--- config.mk ---
export PLATFORM = sky130hd
export DESIGN_NAME = transceiver64
export DESIGN_NICKNAME = d
export VERILOG_FILES = /design/src/rtl/transceiver64.sv
export SDC_FILE = /design/constraint.sdc
export NUM_CORES = 1
export LEC_CHECK = 0
export CAP_MARGIN = 20
export CELL_PAD_IN_SITES_DETAIL_PLACEMENT = 0
export CELL_PAD_IN_SITES_GLOBAL_PLACEMENT = 1
export CORE_MARGIN = 1.5
export CORE_UTILIZATION = 30
export DETAILED_ROUTE_END_ITERATION = 10
export GPL_ROUTABILITY_DRIVEN = 0
export GPL_TIMING_DRIVEN = 0
export PLACE_DENSITY = 0.6
export SKIP_CTS_REPAIR_TIMING = 1
export SLEW_MARGIN = 40
export SYNTH_ARGS = -nofsm -noshare
export SYNTH_HDL_FRONTEND = slang
export SYNTH_SLANG_ARGS = --single-unit
--- constraint.sdc ---
create_clock -name clock -period 7.6 [get_ports clock]
set_input_delay 1.52 -clock clock [delete_from_list [all_inputs] [get_ports clock]]
set_output_delay 1.52 -clock clock [all_outputs]
set_load 0.02 [all_outputs]
--- src/rtl/transceiver64.sv ---
// 64-bit word UART transceiver: each word travels as 8 byte frames and is acknowledged by the far end.
// Optional even parity bit per frame when TRANSCEIVER64_PARITY_EN is defined.
module transceiver64 #(
  parameter int CLKS_PER_BIT = 16
) (
  input  logic        clock,
  input  logic        reset,
  input  logic        tx_wr,
  input  logic [63:0] tx_data,
  output logic        UART_TX,
  input  logic        UART_RX,
  output logic        RECEIVED_TX,
  input  logic        RECEIVED_RX,
  output logic [63:0] rx_data,
  output logic        rx_done,
  output logic        tx_done
);

  localparam logic [15:0] BIT_LAST  = 16'(CLKS_PER_BIT - 1);
  localparam logic [15:0] HALF_LAST = 16'(CLKS_PER_BIT / 2 - 1);

  typedef enum logic [2:0] {
    TX_IDLE, TX_START, TX_DATA, TX_STOP, TX_WAIT_ACK
`ifdef TRANSCEIVER64_PARITY_EN
    , TX_PARITY
`endif
  } tx_state_t;

  typedef enum logic [2:0] {
    RX_IDLE, RX_START, RX_DATA, RX_STOP
`ifdef TRANSCEIVER64_PARITY_EN
    , RX_PARITY
`endif
  } rx_state_t;

  logic        rx_meta_q, rx_sync_q, ack_meta_q, ack_sync_q;

  tx_state_t   tx_state_q, tx_state_d;
  logic [15:0] tx_cnt_q, tx_cnt_d;
  logic [2:0]  tx_bit_q, tx_bit_d;
  logic [2:0]  tx_byte_q, tx_byte_d;
  logic [63:0] tx_word_q, tx_word_d;
  logic        tx_line_q, tx_line_d;
  logic        tx_done_q, tx_done_d;
  logic        tx_cnt_end_s;
  logic [7:0]  tx_cur_byte_s;

  rx_state_t   rx_state_q, rx_state_d;
  logic [15:0] rx_cnt_q, rx_cnt_d;
  logic [2:0]  rx_bit_q, rx_bit_d;
  logic [2:0]  rx_byte_q, rx_byte_d;
  logic [7:0]  rx_shift_q, rx_shift_d;
  logic [63:0] rx_word_q, rx_word_d;
  logic [63:0] rx_data_q, rx_data_d;
  logic        rx_done_q, rx_done_d;
  logic        ack_q, ack_d;
  logic [15:0] ack_cnt_q, ack_cnt_d;
  logic        rx_stop_ok_s;
`ifdef TRANSCEIVER64_PARITY_EN
  logic        rx_par_err_q, rx_par_err_d;
`endif

  // Asynchronous inputs: line path resets to idle-high, ack path to deasserted.
  always_ff @(posedge clock) begin
    if (!reset) begin
      rx_meta_q  <= 1'b1;
      rx_sync_q  <= 1'b1;
      ack_meta_q <= 1'b0;
      ack_sync_q <= 1'b0;
    end else begin
      rx_meta_q  <= UART_RX;
      rx_sync_q  <= rx_meta_q;
      ack_meta_q <= RECEIVED_RX;
      ack_sync_q <= ack_meta_q;
    end
  end

  assign tx_cnt_end_s = (tx_cnt_q == BIT_LAST);

  // Transmitter next state; the line level is derived from the next state so UART_TX is registered.
  always_comb begin
    tx_state_d    = tx_state_q;
    tx_cnt_d      = tx_cnt_q;
    tx_bit_d      = tx_bit_q;
    tx_byte_d     = tx_byte_q;
    tx_word_d     = tx_word_q;
    tx_done_d     = 1'b0;
    tx_line_d     = 1'b1;
    tx_cur_byte_s = 8'd0;
    case (tx_state_q)
      TX_IDLE: begin
        if (tx_wr) begin
          tx_state_d = TX_START;
          tx_word_d  = tx_data;
          tx_cnt_d   = 16'd0;
          tx_bit_d   = 3'd0;
          tx_byte_d  = 3'd0;
        end else begin
          tx_state_d = TX_IDLE;
        end
      end
      TX_START: begin
        if (tx_cnt_end_s) begin
          tx_cnt_d   = 16'd0;
          tx_bit_d   = 3'd0;
          tx_state_d = TX_DATA;
        end else begin
          tx_cnt_d = tx_cnt_q + 16'd1;
        end
      end
      TX_DATA: begin
        if (tx_cnt_end_s) begin
          tx_cnt_d = 16'd0;
          if (tx_bit_q == 3'd7) begin
`ifdef TRANSCEIVER64_PARITY_EN
            tx_state_d = TX_PARITY;
`else
            tx_state_d = TX_STOP;
`endif
          end else begin
            tx_bit_d = tx_bit_q + 3'd1;
          end
        end else begin
          tx_cnt_d = tx_cnt_q + 16'd1;
        end
      end
`ifdef TRANSCEIVER64_PARITY_EN
      TX_PARITY: begin
        if (tx_cnt_end_s) begin
          tx_cnt_d   = 16'd0;
          tx_state_d = TX_STOP;
        end else begin
          tx_cnt_d = tx_cnt_q + 16'd1;
        end
      end
`endif
      TX_STOP: begin
        if (tx_cnt_end_s) begin
          tx_cnt_d = 16'd0;
          if (tx_byte_q == 3'd7) begin
            tx_state_d = TX_WAIT_ACK;
          end else begin
            tx_byte_d  = tx_byte_q + 3'd1;
            tx_word_d  = {8'd0, tx_word_q[63:8]};
            tx_state_d = TX_START;
          end
        end else begin
          tx_cnt_d = tx_cnt_q + 16'd1;
        end
      end
      TX_WAIT_ACK: begin
        if (ack_sync_q) begin
          tx_done_d  = 1'b1;
          tx_state_d = TX_IDLE;
        end else begin
          tx_state_d = TX_WAIT_ACK;
        end
      end
      default: tx_state_d = TX_IDLE;
    endcase

    tx_cur_byte_s = tx_word_d[7:0];
    case (tx_state_d)
      TX_START:  tx_line_d = 1'b0;
      TX_DATA:   tx_line_d = tx_cur_byte_s[tx_bit_d];
`ifdef TRANSCEIVER64_PARITY_EN
      TX_PARITY: tx_line_d = ^tx_cur_byte_s;
`endif
      default:   tx_line_d = 1'b1;
    endcase
  end

  // Transmitter state register.
  always_ff @(posedge clock) begin
    if (!reset) begin
      tx_state_q <= TX_IDLE;
      tx_cnt_q   <= 16'd0;
      tx_bit_q   <= 3'd0;
      tx_byte_q  <= 3'd0;
      tx_word_q  <= 64'd0;
      tx_line_q  <= 1'b1;
      tx_done_q  <= 1'b0;
    end else begin
      tx_state_q <= tx_state_d;
      tx_cnt_q   <= tx_cnt_d;
      tx_bit_q   <= tx_bit_d;
      tx_byte_q  <= tx_byte_d;
      tx_word_q  <= tx_word_d;
      tx_line_q  <= tx_line_d;
      tx_done_q  <= tx_done_d;
    end
  end

`ifdef TRANSCEIVER64_PARITY_EN
  assign rx_stop_ok_s = rx_sync_q & ~rx_par_err_q;
`else
  assign rx_stop_ok_s = rx_sync_q;
`endif

  // Receiver next state plus the ack pulse timer; bits are sampled at mid-bit.
  always_comb begin
    rx_state_d = rx_state_q;
    rx_cnt_d   = rx_cnt_q;
    rx_bit_d   = rx_bit_q;
    rx_byte_d  = rx_byte_q;
    rx_shift_d = rx_shift_q;
    rx_word_d  = rx_word_q;
    rx_data_d  = rx_data_q;
    rx_done_d  = 1'b0;
    ack_d      = ack_q;
    ack_cnt_d  = ack_cnt_q;
`ifdef TRANSCEIVER64_PARITY_EN
    rx_par_err_d = rx_par_err_q;
`endif
    case (rx_state_q)
      RX_IDLE: begin
        if (!rx_sync_q) begin
          rx_state_d = RX_START;
          rx_cnt_d   = 16'd0;
        end else begin
          rx_state_d = RX_IDLE;
        end
      end
      RX_START: begin
        if (rx_cnt_q == HALF_LAST) begin
          rx_cnt_d = 16'd0;
          rx_bit_d = 3'd0;
          // A start bit that is high at mid-bit was a glitch.
          if (!rx_sync_q) begin
            rx_state_d = RX_DATA;
          end else begin
            rx_state_d = RX_IDLE;
          end
        end else begin
          rx_cnt_d = rx_cnt_q + 16'd1;
        end
      end
      RX_DATA: begin
        if (rx_cnt_q == BIT_LAST) begin
          rx_cnt_d   = 16'd0;
          rx_shift_d = {rx_sync_q, rx_shift_q[7:1]};
          if (rx_bit_q == 3'd7) begin
`ifdef TRANSCEIVER64_PARITY_EN
            rx_state_d = RX_PARITY;
`else
            rx_state_d = RX_STOP;
`endif
          end else begin
            rx_bit_d = rx_bit_q + 3'd1;
          end
        end else begin
          rx_cnt_d = rx_cnt_q + 16'd1;
        end
      end
`ifdef TRANSCEIVER64_PARITY_EN
      RX_PARITY: begin
        if (rx_cnt_q == BIT_LAST) begin
          rx_cnt_d     = 16'd0;
          rx_par_err_d = rx_sync_q ^ (^rx_shift_q);
          rx_state_d   = RX_STOP;
        end else begin
          rx_cnt_d = rx_cnt_q + 16'd1;
        end
      end
`endif
      RX_STOP: begin
        if (rx_cnt_q == BIT_LAST) begin
          rx_cnt_d   = 16'd0;
          rx_state_d = RX_IDLE;
          if (rx_stop_ok_s) begin
            rx_word_d = {rx_shift_q, rx_word_q[63:8]};
            if (rx_byte_q == 3'd7) begin
              rx_byte_d = 3'd0;
              rx_data_d = {rx_shift_q, rx_word_q[63:8]};
              rx_done_d = 1'b1;
            end else begin
              rx_byte_d = rx_byte_q + 3'd1;
            end
          end else begin
            rx_byte_d = 3'd0;
            rx_word_d = 64'd0;
          end
        end else begin
          rx_cnt_d = rx_cnt_q + 16'd1;
        end
      end
      default: rx_state_d = RX_IDLE;
    endcase

    if (rx_done_d) begin
      ack_d     = 1'b1;
      ack_cnt_d = 16'd0;
    end else if (ack_q) begin
      if (ack_cnt_q == BIT_LAST) begin
        ack_d     = 1'b0;
        ack_cnt_d = 16'd0;
      end else begin
        ack_cnt_d = ack_cnt_q + 16'd1;
      end
    end else begin
      ack_d = 1'b0;
    end
  end

  // Receiver state register.
  always_ff @(posedge clock) begin
    if (!reset) begin
      rx_state_q <= RX_IDLE;
      rx_cnt_q   <= 16'd0;
      rx_bit_q   <= 3'd0;
      rx_byte_q  <= 3'd0;
      rx_shift_q <= 8'd0;
      rx_word_q  <= 64'd0;
      rx_data_q  <= 64'd0;
      rx_done_q  <= 1'b0;
      ack_q      <= 1'b0;
      ack_cnt_q  <= 16'd0;
`ifdef TRANSCEIVER64_PARITY_EN
      rx_par_err_q <= 1'b0;
`endif
    end else begin
      rx_state_q <= rx_state_d;
      rx_cnt_q   <= rx_cnt_d;
      rx_bit_q   <= rx_bit_d;
      rx_byte_q  <= rx_byte_d;
      rx_shift_q <= rx_shift_d;
      rx_word_q  <= rx_word_d;
      rx_data_q  <= rx_data_d;
      rx_done_q  <= rx_done_d;
      ack_q      <= ack_d;
      ack_cnt_q  <= ack_cnt_d;
`ifdef TRANSCEIVER64_PARITY_EN
      rx_par_err_q <= rx_par_err_d;
`endif
    end
  end

  assign UART_TX     = tx_line_q;
  assign tx_done     = tx_done_q;
  assign RECEIVED_TX = ack_q;
  assign rx_data     = rx_data_q;
  assign rx_done     = rx_done_q;

endmodule

# After elaboration in Yosys (flattened, before gate mapping)
# Index checks and enable logic that the tools add are counted.
op_classes:
  add_sub_neg: 7
  magnitude_cmp: 1
  mux: 54
  n_bitwise: 1
  n_eq_ne: 26
  reduce_logical: 18
op_table:
  columns: ["operator", "n"]
  rows:
  - ["64-bit two-way mux", 4]
  - ["64-bit one-hot mux with 2 select lines", 1]
  - ["16-bit two-way mux", 6]
  - ["3-bit two-way mux", 22]
  - ["16-bit by 1-bit adder with 16-bit output, second input constant", 3]
  - ["16-bit by 4-bit equality test with 1-bit output, second input constant", 3]
  - ["16-bit one-hot mux with 3 select lines", 1]
  - ["16-bit one-hot mux with 2 select lines", 1]
  - ["2-bit inequality test, second input constant", 9]
  - ["16-bit by 3-bit equality test with 1-bit output, second input constant", 1]
  - ["4-bit AND reduction", 4]
  - ["3-bit by 2-bit equality test with 1-bit output, second input constant", 5]
  - ["3-bit equality test, second input constant", 5]
  - ["3-bit one-hot mux with 5 select lines", 1]
  - ["3-bit by 1-bit adder with 3-bit output, second input constant", 4]
  - ["3-bit one-hot mux with 2 select lines", 2]
  - ["3-bit one-hot mux with 4 select lines", 1]
  - ["1-bit two-way mux", 11]
  - ["2-bit AND reduction", 5]
  - ["3-bit by 1-bit equality test with 1-bit output, second input constant", 3]
  - ["3-bit one-hot mux with 3 select lines", 1]
  - ["3-bit logical NOT", 2]
  - ["2-bit nonzero test", 3]
  - ["3-bit by 4-bit less-than comparator with 1-bit output, second input constant", 1]
  - ["other kinds (7)", 8]
totals:
  word_cells: 129
  reg_bits: 274
  output_inout_bits: 68
  input_bits: 69

# Depth between registers and ports, before layout
# Gate-level depths: netlist (run 1).
depth:
  word_depth: 7
  mapped_depth: 11
  depth_no_buf: 9

# Worst setup path before layout (run 1)
# No wires, ideal clock.
synth_timing:
  path_type: "input to register"
  start: "in tx_wr"
  end: "reg tx_line_q (netlist: UART_TX)"
  setup_slack_ps: 4495
  stages: 8
  required_time_ps: 7474
  setup_ps: 126
  t_arrival_ps: 2979
  cell_sequence: "nor2_1 -> nor3_1 -> a21oi_2 -> a211oi_4 -> mux2_1 -> and3_1 -> a311oi_1 -> a21oi_1"
synth_via:
  elab_chain_cells: 5
synth_rtl:
  columns: ["element", "line_no", "source"]
  rows:
  - ["start, declared", "8", "input logic tx_wr,"]
  - ["3-bit two-way mux or 64-bit two-way mux (tied branches)", "92", "if (tx_wr) begin"]
  - ["3-bit one-hot mux with 3 select lines or 64-bit one-hot mux with 2 select lines (tied branches)", "90", "case (tx_state_q)"]
  - ["1-bit binary-select mux with 3-bit select", "165", "TX_DATA: tx_line_d = tx_cur_byte_s[tx_bit_d];"]
  - ["1-bit two-way mux (not written as such)", "165", null]
  - ["1-bit one-hot mux with 2 select lines (*)", "163", "case (tx_state_d)"]
  - ["end signal, assigned", "189", "tx_line_q <= tx_line_d;"]
  - ["end, declared", "43", "logic tx_line_q, tx_line_d;"]
# Every way passes the cells marked *; elsewhere a longest branch is shown, timed or not. The select of a mux whose other input is x is not followed.
# A chain may end at the register's enable or synchronous reset.

# Worst setup path in the final report (run 1)
layout_timing:
  start: "in tx_wr"
  end: "reg tx_word_q[42]"
layout_via:
  elab_chain_cells: 2
layout_rtl:
  columns: ["element", "line_no", "source"]
  rows:
  - ["2-bit inequality test (no source line)", null, null]
  - ["4-bit AND reduction (no source line)", null, null]
  - ["end signal, assigned", "188", "tx_word_q <= tx_word_d;"]
  - ["end, declared", "42", "logic [63:0] tx_word_q, tx_word_d;"]
# No other way between the ends.

==> results of run 1 <==
-- sequential cells by signal (all words and copies together), names as in the netlist --
register	flops
rx_bit_q	3
tx_bit_q	3
tx_byte_q	3
ack_cnt_q	16
rx_data	64
rx_state_q	2
rx_word_q	56
tx_done	1
rx_cnt_q	16
ack_sync_q	1
UART_TX	1
tx_cnt_q	16
rx_byte_q	3
rx_done	1
ack_meta_q	1
RECEIVED_TX	1
rx_shift_q	8
tx_state_q	3
rx_meta_q	1
rx_stop_ok_s	1
tx_word_q	64
-- routing by layer --
| layer | vias to the layer above | GRT usage [%] | part of all wire (%) |
|---|---|---|---|
| li1 | 4554 | - | - |
| met1 | 4165 | 22.8 | 49 |
| met2 | 177 | 26.7 | 44 |
| met3 | 38 | 3.20 | 4.8 |
| met4 | 2 | 3.57 | 1.5 |
| met5 | - | 0 | 0.037 |
-- per-stage QoR --
step / power [W] / hold slack [ns]
3_3_place_gp: 0.00162 / 0.398
6_report: 0.00311 / 0.409
4_1_cts: 0.00315 / 0.405
5_1_grt: 0.00323 / 0.430
2_1_floorplan: 0.00154 / 0.386
3_5_place_dp: 0.00162 / 0.394
-- worst reg2reg max path: cells and delay by family, from the launching register on --
kind	cells	cell delay (ns)
compound gates	3	0.88
simple gates	4	1.11
buf+inv	2	0.37
fa+ha+maj	1	0.27
flops	1	0.33
-- logic make-up (layout without fill, tap and decap cells) --
family,Yosys count,after routing,synth area share (%)
AND/OR/NAND/NOR,434,434,19.7
AO/OA/AOI/OAI,334,334,21.2
flip-flops,265,265,51.3
buffers and inverters,93,285,3.59
multiplexers,17,17,1.67
XOR/XNOR,16,16,1.35
adder cells (fa/ha/maj),10,10,1.21
-- final cells by class --
| class | instances | area [µm²] |
|---|---|---|
| Buffer | 88 | 353 |
| Clock buffer | 40 | 870 |
| Clock inverter | 16 | 181 |
| Fill cell | 3504 | 20400 |
| Inverter | 5 | 18.8 |
| Multi-Input combinational cell | 811 | 4680 |
| Sequential cell | 265 | 5310 |
| Tap cell | 448 | 561 |
| Timing Repair Buffer | 136 | 1360 |
-- worst max path at each step --
stage / slack (ns) / cells after the start / to / start
finish: 3.78 / 8 / tx_word_q[42]$_SDFFE_PN0P_ / tx_wr
global route: 3.49 / 8 / tx_word_q[40]$_SDFFE_PN0P_ / tx_wr
CTS: 3.81 / 8 / tx_word_q[42]$_SDFFE_PN0P_ / tx_wr
detailed placement: 3.23 / 8 / tx_word_q[42]$_SDFFE_PN0P_ / tx_wr
global placement: 3.22 / 8 / tx_word_q[42]$_SDFFE_PN0P_ / tx_wr
floorplan: 4.50 / 8 / UART_TX$_SDFF_PN1_ / tx_wr
-- synthesized netlist by cell type, types with 2 or more instances --
cell type  instances  area [µm²]
a211oi_1           2        15.0
a21o_1             3        22.5
a21oi_1          150         751
a22o_1            64         561
a22oi_1           51         383
a311oi_1           8        70.1
a31o_2             4        35.0
a31oi_1            8        50.1
and2_1            11        68.8
and3_1            22         138
and3b_1            2        17.5
and4_1             5        43.8
buf_1              9        33.8
buf_2             12        60.1
clkbuf_1          66         248
dfxtp_1          265        5310
ha_1              10         125
inv_1              4        15.0
mux2i_1           15         150
nand2_1          155         582
nand2b_1           6        37.5
nand3_1           89         445
nand3b_1           4        30.0
nand4_1            5        31.3
nor2_1            89         334
nor2b_1            3        18.8
nor3_1             9        45.0
nor3b_1           11        82.6
nor4_1            13        81.3
nor4b_1            2        17.5
o211ai_1           2        15.0
o21ai_0           19        95.1
o21ai_1            7        35.0
o221a_2            2        22.5
or3_1              3        18.8
xnor2_1            5        43.8
xor2_1            11        96.3
-- where the power goes --
group | total (W) | leakage (nW) | switching, W | internal (W)
logic | 0.000162 | 2.02 | 0.0000941 | 0.0000674
registers | 0.00143 | 2.15 | 0.0000130 | 0.00141
clock network | 0.00152 | 0.518 | 0.000612 | 0.000910
==> results.txt, run 1 <==
status - completed
CTS buffer count - 31
Worst Hold Depth - 1
peak per-stage delay on the critical path - 0.58 ns
vias in the first global route - 8819
syn_nets - 1248
num ports - 137
Antenna Cells - 0
Tmin final - 3.82 ns
Vias - 8936
first-pass detailed-route iteration total - 7
final net count - 1417
Syn. warnings - 0
Finished Layout Cells - 1809
placed cells - 1753
FF-to-FF Start - tx_cnt_q[0]$_SDFFE_PN0P_
design area - 13300 µm²
pin count of the biggest net entering global routing - 16
Max VDD drop - 0.156 mV
Final Setup Violations - 0
fraction of registers with async set/reset - 0%
total wire length - 29.6 mm
commonest non-fill, non-tap cells in the layout - dfxtp_1, nand2_1, a21oi_1
H-tree depth - 1
Final WS setup - 3.78 ns
sequential share of the synthesized area - 51.3%
clk_lat worst skew - 0.56 ns
hpwl dp - 21.0 mm
Max Cap Violations - 0
Hold EP - rx_stop_ok_s$_SDFF_PN1_
RSZ-0062 raised after global routing - no
Setup TNS - 0 ns
clk buf depth - 3
flops & latches, synth - 265
CTS root buf - clkbuf_16
Clock Pin Slew Worst Setup and Hold Paths - 0.06 ns
die area - 35600 µm²
Fin Clk Skew - 0.0118 ns
CTS Sinks - 265
Die Wd - 189 µm
Port Buffers - 136
initial antenna violation count - 1
vias per inst - 4.94
pre-CTS setup slack - 3.23 ns
Post-synth EDFFs - 0
Worst-Margin Slew - 0.750 ns
LEAKAGE - 4.68 nW
max-slew violation count - 0
fmax - 262 MHz
share of cells above drive strength 1 - 6.10%
Fin. Hold Viols - 0
Crit path max-delay family - buffers and inverters
Core Util, Final - 39.6%
worst r2r dst - UART_TX$_SDFF_PN1_
Power per Cell Area - 233 nW/µm²
Worst path most repeated cell - clkbuf_1
worst path bufs/invs - 5
die height - 189 µm
Row Count - 67
average wire per standard cell - 16.4 µm
hold path startpoint - rx_meta_q$_SDFF_PN1_
Main synth FF type - dfxtp_1
Worst Hold Class - flip-flop to flip-flop
Syn Inst Count - 1169
Detail Route Antenna Nets - 0
Worst Path Max Fanout - 10
Crit path required time - 8.08 ns
mean post-synth cell area - 8.85 µm²
Reg2Reg Depth - 10
Total Routing Usage GR - 16.5%
R2R Setup Slk - 4.51 ns
Crit path arrival time - 4.30 ns
fin crit share - 50.3%
worst setup path class - primary input to flip-flop
nature of the critical path startpoint - primary input
crit end category - flip-flop
Area Growth Syn to Fin - 28.9%
core area - 33700 µm²
Cell Area, Synth - 10300 µm²
DRC viols - 0
cells along the critical path - clkdlybuf4s50_1 -> inv_1 -> nor4_1 -> clkbuf_1 -> clkbuf_1 -> clkbuf_1 -> a22oi_1 -> a21oi_1
dpl cell area - 12300 µm²
gr ovfl total - 0
first-pass GRT wire length - 48.1 mm
synth unique cells - 60
Initial Util - 30.7%
Worst path slowest cell - clkdlybuf4s50_1
CTS tree - done
Max-slew headroom - 50.0%
DR iter-0 viols - 441
commonest non-fill, non-tap cell in the layout - dfxtp_1
Power figures use the tool's default switching activity.
==> inputs of run 2 (changes only) <==
- clock period: 7.6 -> 3.52 ns (I/O delays scaled with it)
==> results of run 2 <==
The final DEF is identical to that of run 1. Status: completed.
Main changes from that run: setup slack after placement 3.23 ns -> -0.0362 ns; setup slack after layout 3.78 ns -> 0.428 ns; start point of the critical path tx_wr -> tx_cnt_q[0]$_SDFFE_PN0P_; end point of the critical path tx_word_q[42]$_SDFFE_PN0P_ -> UART_TX$_SDFF_PN1_; register-to-register setup slack 4.51 ns -> 0.43 ns; total power 0.00311 W -> 0.00672 W; worst IR drop on VDD 0.156 mV -> 0.336 mV
==> inputs of run 3 (changes only) <==
- SLEW_MARGIN: 40 -> 5
==> run 3 against run 2 <==
Against the previous run:
- global-route usage barely moved
- register-to-register slack about the same
- utilization about the same
- sequential power about the same
==> results.txt, run 3 (same netlist as run 1, synthesis figures left out) <==
status - completed
Reg area - 5310 µm²
DR iter-0 viols - 453
average wire per standard cell - 16.5 µm
Setup TNS - 0 ns
Row Count - 67
max-slew violation count - 0
Max VDD drop - 0.417 mV
CTS Sinks - 265
gr ovfl total - 0
Tmin final - 3.10 ns
clk_lat worst skew - 0.57 ns
Setup crit end - UART_TX$_SDFF_PN1_
placed cells - 1753
Max Cap Violations - 0
Detail Route Antenna Nets - 0
vias in the first global route - 8659
Final Setup Violations - 0
area of the multi-input gates - 4670 µm²
pre-CTS setup slack - -0.0524 ns
Area Growth Syn to Fin - 29.0%
core area - 33700 µm²
Power per Cell Area - 511 nW/µm²
Initial Util - 30.7%
DRC viols - 0
vias per inst - 4.93
Critical path origin - tx_cnt_q[0]$_SDFFE_PN0P_
Vias - 8905
final net count - 1416
first-pass detailed-route iteration total - 4
Crit path arrival time - 3.51 ns
crit end category - flip-flop
H-tree depth - 1
CTS root buf - clkbuf_16
clk buf depth - 3
CTS tree - done
initial antenna violation count - 1
Final WS setup - 0.423 ns
Crit path required time - 3.93 ns
CTS buffer count - 30
worst setup path class - flip-flop to flip-flop
Port Buffers - 136
Finished Layout Cells - 1807
design area - 13300 µm²
Fin Clk Skew - 0.0128 ns
total wire length - 29.8 mm
Die Wd - 189 µm
RSZ-0062 raised after global routing - no
nature of the critical path startpoint - flip-flop
Reg2Reg Depth - 10
share of cells above drive strength 1 - 5.96%
R2R Setup Slk - 0.42 ns
dpl cell area - 12300 µm²
fmax - 323 MHz
fin crit share - 88.0%
Antenna Cells - 0
hpwl dp - 21.0 mm
commonest non-fill, non-tap cell in the layout - dfxtp_1
first-pass GRT wire length - 47.9 mm
Worst Path Max Fanout - 10
die height - 189 µm
fill count - 3457
Worst-Margin Slew - 0.883 ns
Max-slew headroom - 40.7%
die area - 35600 µm²
num ports - 137
LEAKAGE - 4.68 nW
Worst Hold Class - flip-flop to flip-flop
worst r2r dst - UART_TX$_SDFF_PN1_
Clock Pin Slew Worst Setup and Hold Paths - 0.06 ns
pin count of the biggest net entering global routing - 16
Total Routing Usage GR - 16.5%
Fin. Hold Viols - 0
FF-to-FF Start - tx_cnt_q[0]$_SDFFE_PN0P_
commonest non-fill, non-tap cells in the layout - dfxtp_1, nand2_1, a21oi_1
run 3: changes by cell type in the layout (fill, tap and decap cells not counted), sizes merged:
| cell | delta |
|---|---|
| inv | -3 |
| clkinv | -2 |
| clkbuf | -1 |
| bufinv | +2 |
| clkinvlp | +2 |
run 3: worst min path at each step:
stage                               from  depth (start not counted)  slack, ns                 endpoint
floorplan           rx_meta_q$_SDFF_PN1_                          1       0.39  rx_stop_ok_s$_SDFF_PN1_
global placement    rx_meta_q$_SDFF_PN1_                          1       0.40  rx_stop_ok_s$_SDFF_PN1_
detailed placement  rx_meta_q$_SDFF_PN1_                          1       0.39  rx_stop_ok_s$_SDFF_PN1_
CTS                 rx_meta_q$_SDFF_PN1_                          1       0.41  rx_stop_ok_s$_SDFF_PN1_
global route        rx_meta_q$_SDFF_PN1_                          1       0.44  rx_stop_ok_s$_SDFF_PN1_
finish              rx_meta_q$_SDFF_PN1_                          1       0.41  rx_stop_ok_s$_SDFF_PN1_
run 3: through the flow:
step | power [W] | util (%) | hold slack (ns)
5_1_grt | 0.00707 | 39.6 | 0.435
6_report | 0.00681 | 39.6 | 0.413
2_1_floorplan | 0.00333 | - | 0.386
3_5_place_dp | 0.00350 | 36.4 | 0.394
4_1_cts | 0.00691 | 39.6 | 0.414
3_3_place_gp | 0.00350 | 36.4 | 0.398
run 3: layout make-up:
class / count / area share, %
buffer: 88 / 2.64
clock buffer: 39 / 6.40
sequential: 265 / 39.8
tap: 448 / 4.20
multi-input combinational: 811 / 35.0
inverter: 5 / 0.141
clock inverter: 15 / 1.66
timing repair buffer: 136 / 10.2
run 3: layer usage:
metal | track usage [%] | part of all wire, % | up-vias
met1 | 22.9 | 49 | 4149
met2 | 26.4 | 44 | 160
met5 | 0 | 0.044 | -
met3 | 3.17 | 4.7 | 41
li1 | - | - | 4553
met4 | 3.82 | 1.8 | 2
run 3: critical path: stages, from the launching register on:
cell and delay [ns]:
dfxtp_1 0.33, ha_1 0.26, nor4bb_1 0.16, and4_4 0.23
buf_6 0.15, and3b_1 0.16, clkbuf_1 0.22, nor2_1 0.54
o21ai_0 0.36, a2111oi_2 0.34, a21oi_1 0.19
run 3: report_power, final:
group,internal (W),total (W),switching [W]
Sequential,0.00305,0.00308,0.0000275
Clock,0.00207,0.00339,0.00132
Combinational,0.000145,0.000348,0.000203
